<file path="src/rtl/serial_adder.sv">
// Bit-serial adder: one full-adder slice and a carry flop add a + b + cin
// LSB first over WIDTH clocks; results are registered and held until the next completion.
module serial_adder #(
    parameter int WIDTH = 4
) (
    input  logic             clk,
    input  logic             reset,
    input  logic             start,
    input  logic [WIDTH-1:0] a,
    input  logic [WIDTH-1:0] b,
    input  logic             cin,
    output logic             busy,
    output logic             done,
    output logic [WIDTH-1:0] sum,
    output logic             cout,
    output logic             overflow
);

    localparam int CW = (WIDTH > 2) ? $clog2(WIDTH) : 1;
    localparam logic [CW-1:0] LAST = CW'(WIDTH - 1);

    typedef enum logic [1:0] {
        IDLE = 2'd0,
        RUN  = 2'd1,
        DONE = 2'd2
    } state_t;

    state_t           state_q, state_d;
    logic [WIDTH-1:0] a_q, a_d;
    logic [WIDTH-1:0] b_q, b_d;
    logic [WIDTH-1:0] psum_q, psum_d;
    logic             carry_q, carry_d;
    logic [CW-1:0]    count_q, count_d;
    logic [WIDTH-1:0] sum_q, sum_d;
    logic             cout_q, cout_d;
    logic             ovf_q, ovf_d;

    logic             bit_s;
    logic             carry_next;

    assign bit_s      = a_q[0] ^ b_q[0] ^ carry_q;
    assign carry_next = (a_q[0] & b_q[0]) | (a_q[0] & carry_q) | (b_q[0] & carry_q);

    always_ff @(posedge clk or posedge reset) begin
        if (reset) begin
            state_q <= IDLE;
            a_q     <= '0;
            b_q     <= '0;
            psum_q  <= '0;
            carry_q <= 1'b0;
            count_q <= '0;
            sum_q   <= '0;
            cout_q  <= 1'b0;
            ovf_q   <= 1'b0;
        end else begin
            state_q <= state_d;
            a_q     <= a_d;
            b_q     <= b_d;
            psum_q  <= psum_d;
            carry_q <= carry_d;
            count_q <= count_d;
            sum_q   <= sum_d;
            cout_q  <= cout_d;
            ovf_q   <= ovf_d;
        end
    end

    always_comb begin
        state_d = state_q;
        a_d     = a_q;
        b_d     = b_q;
        psum_d  = psum_q;
        carry_d = carry_q;
        count_d = count_q;
        sum_d   = sum_q;
        cout_d  = cout_q;
        ovf_d   = ovf_q;

        case (state_q)
            IDLE, DONE: begin
                if (start) begin
                    a_d     = a;
                    b_d     = b;
                    carry_d = cin;
                    psum_d  = '0;
                    count_d = '0;
                    state_d = RUN;
                end else begin
                    state_d = IDLE;
                end
            end
            RUN: begin
                a_d     = a_q >> 1;
                b_d     = b_q >> 1;
                carry_d = carry_next;
                psum_d  = {bit_s, psum_q[WIDTH-1:1]};
                count_d = count_q + 1'b1;
                if (count_q == LAST) begin
                    // carry_q here is the carry into the MSB slice
                    sum_d   = {bit_s, psum_q[WIDTH-1:1]};
                    cout_d  = carry_next;
                    ovf_d   = carry_q ^ carry_next;
                    count_d = '0;
                    state_d = DONE;
                end
            end
            default: state_d = IDLE;
        endcase
    end

    assign busy     = (state_q == RUN);
    assign done     = (state_q == DONE);
    assign sum      = sum_q;
    assign cout     = cout_q;
    assign overflow = ovf_q;

endmodule
</file>
<file path="config.mk">
export PLATFORM = sky130hd
export DESIGN_NAME = serial_adder
export DESIGN_NICKNAME = d
export VERILOG_FILES = /design/src/rtl/serial_adder.sv
export SDC_FILE = /design/constraint.sdc
export NUM_CORES = 1
export LEC_CHECK = 0
export ABC_AREA = 1
export BUFFER_PORTS_ARGS = -buffer_cell sky130_fd_sc_hd__clkbuf_2
export CELL_PAD_IN_SITES_DETAIL_PLACEMENT = 2
export CELL_PAD_IN_SITES_GLOBAL_PLACEMENT = 2
export CORE_ASPECT_RATIO = 0.6
export CORE_MARGIN = 2
export CORE_UTILIZATION = 29
export DETAILED_ROUTE_END_ITERATION = 16
export PLACE_DENSITY = 0.83
export REMOVE_ABC_BUFFERS = 1
export SYNTH_ARGS = -nofsm -noshare
export SYNTH_HDL_FRONTEND = slang
export SYNTH_SLANG_ARGS = --single-unit
</file>
<file path="constraint.sdc">
create_clock -name clk -period 1.2 [get_ports clk]
set_input_delay 0.24 -clock clk [delete_from_list [all_inputs] [get_ports clk]]
set_output_delay 0.24 -clock clk [all_outputs]
set_load 0.02 [all_outputs]
</file>
==> results_dict.tcl, run 1 <==
set metrics [dict create \
    synth_ff_type "dfrtp_1" \
    use_met2 0.329 \
    grt_max_degree 23 \
    clock_sinks 22 \
    grt_pass1_vias 1121 \
    area_growth_pct 47.2 \
    setup_viol 16 \
    synth_cell_types 19 \
    port_buffers 19 \
    rows 17 \
    setup_ws_ps -89.6 \
    start_util 0.301 \
    critPathArrivalTime_ps 1050 \
    worstMarginPinSlew_ps 289 \
    finClkSkew_ps 6.03 \
    switchingPower_uw 2230 \
    ys_ff_latch 22 \
    fin_tns_setup_ps -592 \
    vias_per_cell 4.51 \
    cts_tree "done" \
    synthCells 123 \
    cts_buffer_depth 2 \
    switching_share 0.427 \
    stdcell_count 213 \
    synthArstFlopShare 1.00 \
    nets 181 \
    grtUsageTotal 0.173 \
    yosys.area.top_type "dfrtp_1" \
    vdd_drop_max_mv 0.974 \
    yosysWarnings 0 \
    synth_area_per_cell_sq_um 8.94 \
    synth.top_cell.area_share 0.501 \
    core_area_sq_um 3660 \
    seqPwrFrac 0.256 \
    cp_max_fo 2 \
    holdWs_ps -10.3 \
    yosysMostFrequentCell "nand2_1" \
    crit_slowest_cell "dfrtp_1" \
    grt_pass1_wl_um 5580 \
    drtPass1Iterations 2 \
    globalRoute.totalOverflow 0 \
    p_int_uw 2990 \
    drc 0 \
    antenna_found_initial 0 \
    clkPwrFrac 0.137 \
    maxSlewViolCount 0 \
    use_met3 0.0397 \
    synth_commonest_cells "39 x nand2_1, 22 x dfrtp_1, 21 x inv_1" \
    holdCritPathClass "input pin to async pin" \
    p_leak_uw 0.000854 \
    hold_viol_final 16 \
    critPathRequiredTime_ps 960 \
    ioPinCount 20 \
    die_w_um 83.5 \
    p_comb_frac 0.608 \
    cts_root_buf "clkbuf_8" \
    synth_edf_count 0 \
    max_freq_ghz 0.775 \
    die-height_um 51.7 \
    drive_gt1_frac 0.458 \
    die_area_sq_um 4320 \
    top_usage_layer "met2" \
    cts-buffers-inserted 3 \
    end_kind "output pin" \
    wirelength_um 3530 \
    syn_area_sq_um 1100 \
    critPathKind "flip-flop to output pin" \
    rsz0062_at_grt "true" \
    synthTopCellsByArea "dfrtp_1 50%, nand2_1 13%, inv_1 7.2%, nand3_2 5.5%, nand3_1 4.1%" \
    antenna_cells 0 \
    post-route-period-util 1.07 \
    met1_usage 0.194 \
    cts.htree.levels 1 \
    placedCellCount 197 \
    status "finished, violations left" \
    gp_congestion 0.669 \
    slew_headroom 0.807 \
    powerDensity_nw_per_um2 3220 \
    path_clk_slew_ps 90 \
    first_iter_violations 39 \
    slowest_delay_ps 440 \
    cp-start-kind "flip-flop" \
    postCtsHoldBufs 0 \
    ys_seq_area_frac 0.501 \
    cp_cell_sequence "buf_12, nor2_4, buf_8" \
    clkLatencyLatePin_ps 270 \
    dr_total_vias 961 \
    dp.final_hpwl_um 2310 \
    violations "negative hold slack, negative setup slack" \
    wire_per_inst_um 16.6 \
    cap_violations 0 \
    final_antenna_net_count 0 \
    layout_min_cycle_time_ps 1290 \
]
[timing repair]
item | in CTS | in global routing
pin swaps | 6 | 5
buffers inserted | 8 | 4
endpoints found under the setup margin | 5 | 22
resized for setup | 16 | 20
[layout by cell type, fill, tap and decap left out]
cell type  count
nand3_2        6
o21ai_1        2
dfrtp_1       21
nand2_2        3
nor2_4         3
buf_4         11
inv_1         20
bufinv_16      1
o21ai_2        8
nand2_8        3
nand2_1       36
fa_2           1
dfrtp_2        1
inv_6          1
o21ai_0        1
xor2_1         1
ha_2           1
inv_2          2
nand2_4        1
clkbuf_8       3
nand3_1        9
inv_8          1
buf_8          2
buf_12         2
buf_6          9
clkbuf_2      17
[cell families after synthesis]
group	after synthesis	synth area share
flip-flops	22	0.501
buffers and inverters	26	0.105
XOR/XNOR	1	0.00797
AND/OR/NAND/NOR	61	0.290
adder cells (fa/ha/maj)	2	0.0296
AO/OA/AOI/OAI	11	0.0671
[per-stage QoR]
step	worst slack [ps]	total power, uW	area (sq um)	hold slack, ps	util
detailed placement	-114	3650	1320	306	0.360
floorplan	-61.8	2720	1080	229	-
CTS	-117	4800	1520	3.84	0.416
global route	-137	5660	1620	19.1	0.443
global placement	-28.8	3460	1320	267	0.360
finish	-89.6	5210	1620	-10.3	0.443
[critical path, delay by kind of cell (launching register included)]
kind                   cells  cell delay [ps]
flip-flops                 1              440
buffers and inverters      2              260
AND/OR/NAND/NOR            1               80
[layout make-up]
cell class / count / area, sq um
fill: 392 / 2040
sequential: 22 / 552
multi-input combinational: 75 / 495
timing repair buffer: 41 / 339
inverter: 24 / 103
tap: 47 / 58.8
clock buffer: 3 / 41.3
clock inverter: 1 / 30.0
[layer usage]
metal	routed length (um)	vias to the layer above
li1	-	461
met1	1460	482
met2	1980	16
met3	87	2
met4	8	0
met5	0	-
[registers in the layout, summed over array words and instances, names as in the netlist]
signal    count
sum           4
overflow      1
psum_q        3
cout          1
carry_q       1
b_q           4
a_q           4
count_q       2
state_q       2
[power by group through the flow]
stage	Combinational, uW	Sequential (uW)	Clock, uW
global route	3510	1380	762
CTS	2740	1320	736
finish	3170	1330	713
floorplan	1290	1430	0
global placement	2170	1290	0
detailed placement	2320	1320	0
[worst paths after layout]
path	startpoint	slack, ps	end	cells after the start
worst min-delay path	reset	-10	a_q[3]$_DFFE_PP0P_	3
min in group clk	a[3]	190	a_q[3]$_DFFE_PP0P_	3
worst min register to register	sum[2]$_DFFE_PP0P_	500	sum[2]$_DFFE_PP0P_	2
worst max register to register	state_q[0]$_DFFE_PP0P_	-70	carry_q$_DFFE_PP0P_	7
max in group asynchronous	reset	970	state_q[1]$_DFFE_PP0P_	3
worst max-delay path	state_q[0]$_DFFE_PP0P_	-90	done	3
Power figures use the tool's default switching activity.
==> inputs of run 2 (changes only) <==
--- a/config.mk
+++ b/config.mk
@@ -6,14 +6,14 @@
 export NUM_CORES = 1
 export LEC_CHECK = 0
 export ABC_AREA = 1
-export BUFFER_PORTS_ARGS = -buffer_cell sky130_fd_sc_hd__clkbuf_2
+export BUFFER_PORTS_ARGS = -buffer_cell sky130_fd_sc_hd__buf_2
 export CELL_PAD_IN_SITES_DETAIL_PLACEMENT = 2
 export CELL_PAD_IN_SITES_GLOBAL_PLACEMENT = 2
 export CORE_ASPECT_RATIO = 0.6
 export CORE_MARGIN = 2
-export CORE_UTILIZATION = 29
+export CORE_UTILIZATION = 35
 export DETAILED_ROUTE_END_ITERATION = 16
-export PLACE_DENSITY = 0.83
+export PLACE_DENSITY = 0.92
 export REMOVE_ABC_BUFFERS = 1
 export SYNTH_ARGS = -nofsm -noshare
 export SYNTH_HDL_FRONTEND = slang
==> constraint.sdc (replaced) <==
create_clock -name clk -period 1.6 [get_ports clk]
set_input_delay 0.32 -clock clk [delete_from_list [all_inputs] [get_ports clk]]
set_output_delay 0.32 -clock clk [all_outputs]
set_load 0.02 [all_outputs]
==> results_dict.tcl, run 2 (synthesis gave the netlist of run 1 again) <==
set metrics [dict create \
    vias_per_cell 4.62 \
    rows 15 \
    layout_common_cells "39 x nand2_1, 21 x inv_1, 21 x dfrtp_1" \
    cts_tree "done" \
    p_comb_frac 0.526 \
    dp.final_hpwl_um 2240 \
    core_area_sq_um 2930 \
    cts.htree.levels 1 \
    first_iter_violations 29 \
    drtPass1Iterations 4 \
    hold_viol_final 0 \
    area_growth_pct 17.3 \
    slowest_delay_ps 470 \
    postCtsHoldBufs 0 \
    cts-buffers-inserted 3 \
    drc 0 \
    grt_max_degree 23 \
    cp-start-kind "flip-flop" \
    antenna_cells 0 \
    critPathKind "flip-flop to output pin" \
    cp_num_buf_inv 2 \
    post-route-period-util 0.942 \
    gp_congestion 0.732 \
    end_kind "output pin" \
    p_leak_uw 0.000719 \
    powerDensity_nw_per_um2 2250 \
    grt_pass1_wl_um 4770 \
    fillers 347 \
    seq_area_sq_um 552 \
    grt_pass1_vias 945 \
    clkPwrFrac 0.119 \
    fin_util 0.441 \
    antenna_found_initial 0 \
    cts_buffer_depth 2 \
    finClkSkew_ps 2.32 \
    vdd_drop_max_mv 0.786 \
    critPathRequiredTime_ps 1280 \
    clkLatencyLatePin_ps 260 \
    die_area_sq_um 3620 \
    seqPwrFrac 0.354 \
    slew_headroom 0.808 \
    worstMarginPinSlew_ps 288 \
    path_clk_slew_ps 80 \
    switchingPower_uw 1390 \
    dr_total_vias 869 \
    layout_commonest_cell "nand2_1" \
    ioPinCount 20 \
    final_antenna_net_count 0 \
    crit_slowest_cell "dfrtp_2" \
    switching_share 0.477 \
    die-height_um 47.4 \
    setup_viol 0 \
    status "finished, final reports clean" \
    p_total_uw 2910 \
    maxSlewViolCount 0 \
    start_util 0.376 \
    drive_gt1_frac 0.308 \
    clock_sinks 22 \
    die_w_um 76.4 \
    layout_min_cycle_time_ps 1510 \
    globalRoute.totalOverflow 0 \
    cap_violations 0 \
    cts_root_buf "clkbuf_8" \
    p_int_uw 1520 \
    max_freq_ghz 0.664 \
    critPathArrivalTime_ps 1190 \
    nets 162 \
    wirelength_um 3000 \
    holdCritPathClass "input pin to async pin" \
    rsz0062_at_grt "false" \
    grtUsageTotal 0.178 \
    wire_per_inst_um 15.9 \
    fin_tns_setup_ps 0 \
    port_buffers 19 \
    multi_input_area_sq_um 434 \
    cp_max_fo 5 \
    cp_top_family "flip-flops" \
    cp_cell_sequence "inv_2, nor2_4, buf_2" \
]
-- run 2: changes by cell type in the layout (fill, tap and decap cells not counted), sizes merged --
cell	previous run	this run
clkbuf	20	3
bufinv	1	0
buf	24	22
-- run 2: power groups by stage --
stage | sequential, uW | combinational [uW] | clock, uW
2_1_floorplan | 1070 | 966 | 0
3_3_place_gp | 995 | 1400 | 0
3_5_place_dp | 1030 | 1530 | 0
4_1_cts | 1030 | 1560 | 353
5_1_grt | 1050 | 1710 | 371
6_report | 1030 | 1530 | 347
-- run 2: area by class of cell --
type / count / share of cell area
flip-flops and latches: 22 / 0.428
multi-input cells: 75 / 0.337
repair buffers: 22 / 0.0912
inverters: 24 / 0.0718
well taps: 42 / 0.0407
clock buffers: 3 / 0.0320
-- run 2: path summary, 6_finish.rpt --
check | start | endpoint | slack [ps] | depth (start not counted)
worst max-delay path | state_q[0]$_DFFE_PP0P_ | busy | 90 | 3
worst min-delay path | reset | sum[1]$_DFFE_PP0P_ | 90 | 3
worst max register to register | state_q[1]$_DFFE_PP0P_ | count_q[1]$_DFFE_PP0P_ | 230 | 6
worst min register to register | sum[3]$_DFFE_PP0P_ | sum[3]$_DFFE_PP0P_ | 480 | 2
max in group asynchronous | reset | state_q[0]$_DFFE_PP0P_ | 1270 | 3
min in group clk | b[3] | b_q[3]$_DFFE_PP0P_ | 290 | 3
-- run 2: worst register-to-register path: stages (launching register included) --
cell     delay, ps
dfrtp_1        450
inv_4          170
nand2_8        110
nand2_4        220
inv_2          150
nand2_1        100
nand2_1         60
-- run 2: per-layer routing --
layer	wire (um)	GRT usage	up-vias
li1	-	-	418
met1	1380	0.227	435
met2	1520	0.329	14
met3	74	0.0358	2
met4	19	0.0400	0
met5	0	0	-
-- run 2: timing repair --
item / 4_1_cts / 5_1_grt
resized for setup: 1 / 0
setup endpoints to repair: 1 / 0
setup buffers: 0 / 0
-- run 2: stage by stage --
step	hold slack, ps	std cells	area, sq um	setup slack, ps
floorplan	309	121	1080	338
global placement	366	185	1250	326
detailed placement	383	185	1250	216
CTS	98.8	188	1290	88.9
global route	117	188	1290	48.1
finish	87.2	188	1290	93.2
==> inputs of run 3 (changes only) <==
--- a/config.mk
+++ b/config.mk
@@ -11,9 +11,9 @@
 export CELL_PAD_IN_SITES_GLOBAL_PLACEMENT = 2
 export CORE_ASPECT_RATIO = 0.6
 export CORE_MARGIN = 2
-export CORE_UTILIZATION = 35
+export CORE_UTILIZATION = 29
 export DETAILED_ROUTE_END_ITERATION = 16
-export PLACE_DENSITY = 0.92
+export PLACE_DENSITY = 0.83
 export REMOVE_ABC_BUFFERS = 1
 export SYNTH_ARGS = -nofsm -noshare
 export SYNTH_HDL_FRONTEND = slang
==> constraint.sdc (replaced) <==
create_clock -name clk -period 1.3 [get_ports clk]
set_input_delay 0.26 -clock clk [delete_from_list [all_inputs] [get_ports clk]]
set_output_delay 0.26 -clock clk [all_outputs]
set_load 0.01 [all_outputs]
==> results_dict.tcl, run 3 (synthesis gave the netlist of run 1 again) <==
set metrics [dict create \
    cts_root_buf "clkbuf_8" \
    critPathArrivalTime_ps 1060 \
    p_total_uw 3950 \
    grtUsageTotal 0.165 \
    rsz0062_at_grt "true" \
    grt_max_degree 23 \
    placedCellCount 194 \
    cp_top_family "flip-flops" \
    drive_gt1_frac 0.394 \
    slew_headroom 0.811 \
    die_w_um 83.5 \
    reg2reg_slack_ps 50 \
    powerDensity_nw_per_um2 2710 \
    worstMarginPinSlew_ps 284 \
    core_area_sq_um 3660 \
    globalRoute.totalOverflow 0 \
    holdCritPathClass "input pin to async pin" \
    cap_violations 0 \
    post-route-period-util 1.02 \
    slowest_delay_ps 430 \
    max_freq_ghz 0.755 \
    path_clk_slew_ps 90 \
    maxSlewViolCount 0 \
    vdd_drop_max_mv 0.874 \
    clock_sinks 22 \
    postCtsHoldBufs 0 \
    cts-buffers-inserted 3 \
    wirelength_um 3180 \
    antenna_cells 0 \
    cts.htree.levels 1 \
    grt_pass1_wl_um 5380 \
    r2r_cells 5 \
    die_area_sq_um 4320 \
    status "finished, violations left" \
    layout_commonest_cell "nand2_1" \
    layout_common_cells "39 x nand2_1, 21 x dfrtp_1, 20 x inv_1" \
    clkLatencyLatePin_ps 270 \
    cp-start-kind "flip-flop" \
    critPathKind "flip-flop to output pin" \
    grt_pass1_vias 1055 \
    antenna_found_initial 0 \
    setup_viol 2 \
    fin_tns_setup_ps -32.8 \
    start_util 0.301 \
    port_buffers 19 \
    ioPinCount 20 \
    cts_buffer_depth 2 \
    end_kind "output pin" \
    drc 0 \
    crit_slowest_cell "dfrtp_2" \
    first_iter_violations 35 \
    vias_per_cell 4.48 \
    die-height_um 51.7 \
    cp_cell_sequence "buf_4, inv_4, nor2_4, buf_6" \
    finClkSkew_ps 4.58 \
    hold_viol_final 0 \
    cp_max_fo 3 \
    rows 17 \
    gp_congestion 0.718 \
    layout_min_cycle_time_ps 1320 \
    crit-reg2reg-launch "a_q[0]$_DFFE_PP0P_" \
    setup_ws_ps -23.9 \
    cp_num_buf_inv 3 \
    drtPass1Iterations 3 \
    dp.final_hpwl_um 2220 \
    r2r-end "carry_q$_DFFE_PP0P_" \
    violations "negative setup slack" \
    critPathRequiredTime_ps 1040 \
    nets 175 \
    final_antenna_net_count 0 \
    cts_tree "done" \
    stdcell_count 207 \
    p_leak_uw 0.000791 \
    wire_per_inst_um 15.3 \
    fillers 424 \
    fin_util 0.398 \
    area_growth_pct 32.3 \
    dr_total_vias 928 \
]
run 3: how the worst max path moves through the flow:
| stage | slack (ps) | startpoint | cells after the start | to |
|---|---|---|---|---|
| after global routing | -80 | state_q[1]$_DFFE_PP0P_ | 3 | busy |
| after detailed placement | -30 | a_q[0]$_DFFE_PP0P_ | 5 | carry_q$_DFFE_PP0P_ |
| after floorplan | 70 | a_q[0]$_DFFE_PP0P_ | 5 | carry_q$_DFFE_PP0P_ |
| final | -20 | state_q[0]$_DFFE_PP0P_ | 4 | busy |
| after CTS | -20 | state_q[1]$_DFFE_PP0P_ | 3 | busy |
| after global placement | 60 | a_q[0]$_DFFE_PP0P_ | 5 | carry_q$_DFFE_PP0P_ |
run 3: final cells by class:
class	instances	area, sq um	area share
Sequential cell	22	552	0.379
Multi-Input combinational cell	75	455	0.313
Timing Repair Buffer	35	239	0.164
Inverter	24	95.1	0.0653
Tap cell	47	58.8	0.0404
Clock buffer	4	55.1	0.0378
run 3: per-stage QoR:
step / area [sq um] / hold slack (ps) / worst slack, ps
2_1_floorplan: 1080 / 249 / 70.6
3_3_place_gp: 1280 / 306 / 56.7
3_5_place_dp: 1280 / 325 / -34.6
4_1_cts: 1410 / 32.4 / -19.8
5_1_grt: 1460 / 40.1 / -81.2
6_report: 1460 / 11.0 / -23.9
run 3: per-layer routing:
| layer | global-route usage | part of all wire | vias to the layer above |
|---|---|---|---|
| met2 | 0.293 | 0.53 | 15 |
| met4 | 0.0726 | 0.020 | 0 |
| met5 | 0 | 0 | - |
| li1 | - | - | 446 |
| met3 | 0.0349 | 0.028 | 4 |
| met1 | 0.200 | 0.43 | 463 |
run 3: where the power goes:
group          internal [uW]  total, uW  switching [uW]
registers               1010       1210             199
clock network            271        515             244
logic                    942       2220            1280
total                   2230       3950            1720
run 3: worst min-delay path, cell delays in order:
cell and delay (ps):
buf_2 90, inv_1 40, buf_4 280
run 3: timing repair:
action / CTS / global route
pin swaps: 1 / 3
setup buffers: 5 / 4
resized for setup: 8 / 5
setup endpoints to repair: 3 / 12
